===== src/rtl/frame_update_scheduler.sv =====
// ============================================================================
// Module  : frame_update_scheduler
// Brief   : Issues one frame tick per vertical-blanking entry and grants each
//           game-logic client a single req/ack update slot in index order.
// Rev     : 1.0 - initial release
// ============================================================================
`default_nettype none

module frame_update_scheduler #(
    parameter int V_ACTIVE    = 480,
    parameter int NUM_CLIENTS = 4,
    parameter int TIMEOUT     = 255
) (
    input  logic                   clk,
    input  logic                   rst_n,
    input  logic [9:0]             i_vpos,
    input  logic                   i_enable,
    input  logic                   i_pause,
    input  logic                   i_clear,
    output logic [NUM_CLIENTS-1:0] o_req,
    input  logic [NUM_CLIENTS-1:0] i_ack,
    output logic                   o_frame_tick,
    output logic [7:0]             o_frame_cnt,
    output logic                   o_busy,
    output logic [NUM_CLIENTS-1:0] o_timeout_err,
    output logic                   o_overrun
);

    typedef enum logic [1:0] {
        S_IDLE = 2'd0,
        S_REQ  = 2'd1,
        S_DONE = 2'd2
    } state_t;

    localparam logic [9:0]             c_V_ACTIVE  = 10'(V_ACTIVE);
    localparam logic [7:0]             c_WAIT_LAST = 8'(TIMEOUT - 1);
    localparam logic [NUM_CLIENTS-1:0] c_FIRST     = NUM_CLIENTS'(1);

    state_t                   r_state;
    logic                     r_vblank_q;
    logic [NUM_CLIENTS-1:0]   r_req;
    logic                     r_busy;
    logic                     r_tick;
    logic [7:0]               r_frame_cnt;
    logic [7:0]               r_wait;
    logic [NUM_CLIENTS-1:0]   r_to_err;
    logic                     r_overrun;

    state_t                   w_state_nxt;
    logic [NUM_CLIENTS-1:0]   w_req_nxt;
    logic                     w_busy_nxt;
    logic                     w_tick_nxt;
    logic [7:0]               w_cnt_nxt;
    logic [7:0]               w_wait_nxt;
    logic [NUM_CLIENTS-1:0]   w_to_set;

    logic w_in_vblank;
    logic w_vb_rise;
    logic w_vb_fall;
    logic w_ack;
    logic w_timeout;
    logic w_ov_set;

    assign w_in_vblank = (i_vpos >= c_V_ACTIVE);
    assign w_vb_rise   = w_in_vblank & ~r_vblank_q;
    assign w_vb_fall   = ~w_in_vblank & r_vblank_q;

    // r_req is one-hot, so masking selects only the served client's ack
    assign w_ack       = |(i_ack & r_req);
    assign w_timeout   = (r_wait == c_WAIT_LAST);
    assign w_ov_set    = (w_vb_rise | w_vb_fall) & r_busy;

    always_comb begin
        w_state_nxt = r_state;
        w_req_nxt   = r_req;
        w_busy_nxt  = r_busy;
        w_tick_nxt  = 1'b0;
        w_cnt_nxt   = r_frame_cnt;
        w_wait_nxt  = r_wait;
        w_to_set    = '0;

        case (r_state)
            S_IDLE: begin
                if (w_vb_rise && i_enable && !i_pause) begin
                    w_tick_nxt  = 1'b1;
                    w_cnt_nxt   = r_frame_cnt + 8'd1;
                    w_busy_nxt  = 1'b1;
                    w_req_nxt   = c_FIRST;
                    w_wait_nxt  = 8'd0;
                    w_state_nxt = S_REQ;
                end
            end
            S_REQ: begin
                if (w_ack || w_timeout) begin
                    // an ack on the last allowed cycle takes priority over timeout
                    if (!w_ack) begin
                        w_to_set = r_req;
                    end
                    w_wait_nxt = 8'd0;
                    if (r_req[NUM_CLIENTS-1]) begin
                        w_req_nxt   = '0;
                        w_busy_nxt  = 1'b0;
                        w_state_nxt = S_DONE;
                    end else begin
                        w_req_nxt = r_req << 1;
                    end
                end else begin
                    w_wait_nxt = r_wait + 8'd1;
                end
            end
            S_DONE: begin
                w_state_nxt = S_IDLE;
            end
            default: begin
                w_state_nxt = S_IDLE;
                w_req_nxt   = '0;
                w_busy_nxt  = 1'b0;
            end
        endcase
    end

    always_ff @(posedge clk or negedge rst_n) begin
        if (!rst_n) begin
            r_state     <= S_IDLE;
            r_vblank_q  <= 1'b0;
            r_req       <= '0;
            r_busy      <= 1'b0;
            r_tick      <= 1'b0;
            r_frame_cnt <= 8'd0;
            r_wait      <= 8'd0;
            r_to_err    <= '0;
            r_overrun   <= 1'b0;
        end else begin
            r_state     <= w_state_nxt;
            r_vblank_q  <= w_in_vblank;
            r_req       <= w_req_nxt;
            r_busy      <= w_busy_nxt;
            r_tick      <= w_tick_nxt;
            r_frame_cnt <= w_cnt_nxt;
            r_wait      <= w_wait_nxt;
            // a set event in the same cycle as i_clear keeps the flag high
            r_to_err    <= (r_to_err & ~{NUM_CLIENTS{i_clear}}) | w_to_set;
            r_overrun   <= (r_overrun & ~i_clear) | w_ov_set;
        end
    end

    assign o_req         = r_req;
    assign o_busy        = r_busy;
    assign o_frame_tick  = r_tick;
    assign o_frame_cnt   = r_frame_cnt;
    assign o_timeout_err = r_to_err;
    assign o_overrun     = r_overrun;

endmodule

`default_nettype wire


===== config.mk =====
export PLATFORM = sky130hd
export DESIGN_NAME = frame_update_scheduler
export DESIGN_NICKNAME = d
export VERILOG_FILES = /design/src/rtl/frame_update_scheduler.sv
export SDC_FILE = /design/constraint.sdc
export NUM_CORES = 1
export LEC_CHECK = 0
export CAP_MARGIN = 20
export CORE_ASPECT_RATIO = 1.2
export CORE_UTILIZATION = 45
export DETAILED_ROUTE_END_ITERATION = 8
export DONT_BUFFER_PORTS = 1
export PLACE_DENSITY = 0.72
export SLEW_MARGIN = 20
export SYNTH_ARGS = -nofsm -noshare
export SYNTH_HDL_FRONTEND = slang
export SYNTH_SLANG_ARGS = --single-unit

===== constraint.sdc =====
create_clock -name clk -period 1.9 [get_ports clk]
set_clock_uncertainty 0.2 [all_clocks]
set_input_delay 0.19 -clock clk [delete_from_list [all_inputs] [get_ports clk]]
set_output_delay 0.19 -clock clk [all_outputs]
set_load 0.01 [all_outputs]

==> flow_summary.yaml, run 1 <==
routing:
  vias_per_cell: 6.050
  dr.pass1.iters: 5
  drc_errors: 0
  drt_iter0_drc: 12
  wirelength_mm: 2.758
  vias: 1083
  wl_per_cell_um: 15.41
  ant_nets: 0
grt:
  grt-ovfl-total: 0
  grt_max_degree: 31
  track_usage_pct: 19.95
  grt_pass1_vias: 1060
  antenna_found_initial: 0
  grt_pass1_wl_mm: 4.678
critical_path:
  critical_path.endpoint_type: "flip-flop"
  crit_start: "o_req[2]$_DFFE_PN0P_"
  crit_end: "r_wait[7]$_DFFE_PN0P_"
  regToRegEndpoint: "r_wait[7]$_DFFE_PN0P_"
  cp_slowest_cell: "or4_4"
  r2r_start: "o_req[2]$_DFFE_PN0P_"
  crit_family: "simple AND/OR/NAND/NOR gates"
  crit_cells: 4
  required_ns: 1.97
  path_buf_inv: 0
  cp_max_fo: 6
  start_kind: "flip-flop"
  reg2reg_slack_ns: 0.05
  crit_type: "flip-flop to flip-flop"
  crit_chain: "a22o_1, or3_4, or4_4, nand3_2"
  slowest_delay_ns: 0.43
  reg2reg_depth: 4
  arrival_ns: 1.92
timing:
  worstMarginPinSlew_ns: 0.3010
  hold_viol: 0
  post-route-period-util_pct: 97.63
  min_period_ns: 1.855
  drv_slew: 0
  rsz0062_at_grt: "yes"
  slew_headroom_pct: 79.93
  finalSetupViolations: 0
  final.setup.worst_slack_ns: 0.04510
  fmax_mhz: 539.1
  hold_ws_ns: 0.03173
synth:
  synth_top_area_cell: "dfrtp_1"
  synthFlopType: "dfrtp_1"
  ys_types: 32
  synth.avg_cell_area_um2: 11.14
  syn_inst: 122
  yosysWarnings: 0
  syn_area_um2: 1359
  synth.area.top_cells: "dfrtp_1 (55%), a22o_1 (4.5%), ha_1 (3.7%)"
  synth_compound_area_share_pct: 15.84
  synth_xor_area_share_pct: 4.512
  syn_nets: 145
  synth-seq-cells: 30
  synth-edff-count: 0
  synthAdderAreaFrac_pct: 3.683
  async_flop_share_pct: 100.0
  synth_top_family_by_area: "simple AND/OR/NAND/NOR gates"
  yosysSeqAreaShare_pct: 55.25
  yosys.area.top_type_share_pct: 55.25
  yosys.area_share.simple_pct: 16.67
  synth_mux_area_share_pct: 1.565
floorplanning:
  coreArea_um2: 2838
  ios: 38
  num_rows: 21
  initial_core_util_pct: 47.88
  dieArea_um2: 3244
  die_x_um: 52.16
  die_height_um: 62.20
power_and_ir_drop:
  peakVddDrop_mv: 0.6915
  p_leak_uw: 0.0007915
  power_density_nw_per_um2: 1130
run:
  drv_cap: 0
placement:
  dp_slack_ns: 0.09264
  post-dp-hpwl_mm: 1.943
  port_buffers: 0
  dp_cells: 167
  place_area_um2: 1489
  place_congestion: 0.8341
layout:
  drive_above_1_share_pct: 19.31
  instances_no_fill: 179
  final_cell_mix: "dfrtp_1 (29), buf_4 (13), inv_1 (8)"
  syn_to_final_growth_pct: 18.97
  diodes: 0
  fin_nets: 168
  final_area_um2: 1617
  layout_commonest_cell: "dfrtp_1"
clocking:
  cts_num_sinks: 30
  clockRootBuffer: "clkbuf_4"
  htree_levels: 2
  cts_tree: "yes"
  cts_buffer_depth: 2
  cts_buffers: 5
  clk_pin_slew_ns: 0.09
  clk_latency_ns: 0.33
min_path:
  hold_path.class: "input pin to flip-flop"
status:
  outcome: "finished clean"
## cell type report
cell class                      count  area, µm²
Clock buffer                        7      55.05
Fill cell                         237       1221
Inverter                            8      30.03
Multi-Input combinational cell     83      589.3
Sequential cell                    30      752.0
Tap cell                           34      42.54
Timing Repair Buffer               17      147.6
## worst min-delay path by stage
stage | startpoint | depth (start not counted) | to | slack (ns)
after global placement | rst_n | 0 | o_timeout_err[1]$_DFF_PN0_ | -0.31
final | i_ack[1] | 2 | r_state[1]$_DFFE_PN0P_ | 0.03
after CTS | i_ack[1] | 2 | r_state[1]$_DFFE_PN0P_ | 0.03
after global routing | i_ack[1] | 2 | r_state[1]$_DFFE_PN0P_ | 0.04
after floorplan | rst_n | 0 | o_busy$_DFFE_PN0P_ | -0.31
after detailed placement | rst_n | 0 | o_timeout_err[2]$_DFF_PN0_ | -0.31
## where the power goes
part / switching, µW / internal, µW / total [µW]
Clock: 207 / 174 / 381
Combinational: 316 / 259 / 575
Sequential: 115 / 757 / 871
Total: 638 / 1190 / 1830
## sequential cells by signal (all words and copies together) (netlist names)
name	count
o_req	4
o_overrun	1
o_frame_tick	1
o_timeout_err	4
r_state	2
o_frame_cnt	8
o_busy	1
r_vblank_q	1
r_wait	8
## cell usage after synthesis, types with 2 or more instances
cell     instances
dfrtp_1         30
inv_1            8
nand3_1          8
a21oi_1          7
a22o_1           7
nand2_1          6
o21ai_0          6
nor2_1           5
xnor2_1          5
a31oi_1          4
ha_1             4
nand4_1          4
a32o_1           3
and3_1           3
or3_1            3
nor3_2           2
xor2_1           2
## logic make-up (layout without fill, tap and decap cells)
group | count (synthesis) | in the layout
AOI/OAI and AO/OA | 31 | 31
xor gates and xnor gates | 7 | 7
adders and majority gates | 4 | 4
buffers and inverters | 9 | 32
DFF | 30 | 30
muxes | 2 | 2
and+or+nand+nor | 39 | 39
## metal layers
metal	vias to the layer above	wire (µm)	global-route usage [%]
li1	503	-	-
met1	542	1181	24.44
met2	34	1365	29.33
met3	4	161	8.824
met4	0	49	9.868
met5	-	0	0
## repair_timing
action                                  CTS  global route
hold buffers                              4             0
hold endpoints to repair                 36             0
gates resized for setup                   0             3
endpoints found under the setup margin    0             4
setup buffers                             0             1
## through the flow
stage / setup TNS [ns] / utilization [%] / total power (µW)
after floorplan: 0 / - / 1223
after global placement: 0 / 52.47 / 1385
after detailed placement: 0 / 52.47 / 1413
after CTS: 0 / 56.17 / 1814
after global routing: -0.03739 / 56.97 / 1973
final: 0 / 56.97 / 1827
(Power assumes the default switching activity.)
==> inputs of run 2 (changes only) <==
--- a/config.mk
+++ b/config.mk
@@ -11,7 +11,6 @@
 export DETAILED_ROUTE_END_ITERATION = 8
 export DONT_BUFFER_PORTS = 1
 export PLACE_DENSITY = 0.72
-export SLEW_MARGIN = 20
 export SYNTH_ARGS = -nofsm -noshare
 export SYNTH_HDL_FRONTEND = slang
 export SYNTH_SLANG_ARGS = --single-unit
==> results of run 2 <==
The final DEF is identical to that of run 1; final timing and power are the same.
==> inputs of run 3 (changes only) <==
--- a/config.mk
+++ b/config.mk
@@ -8,9 +8,11 @@
 export CAP_MARGIN = 20
 export CORE_ASPECT_RATIO = 1.2
 export CORE_UTILIZATION = 45
+export CTS_CLUSTER_DIAMETER = 30
 export DETAILED_ROUTE_END_ITERATION = 8
 export DONT_BUFFER_PORTS = 1
 export PLACE_DENSITY = 0.72
+export SLEW_MARGIN = 10
 export SYNTH_ARGS = -nofsm -noshare
 export SYNTH_HDL_FRONTEND = slang
 export SYNTH_SLANG_ARGS = --single-unit
==> results of run 3 <==
The final DEF is identical to that of run 1; final timing and power are the same.
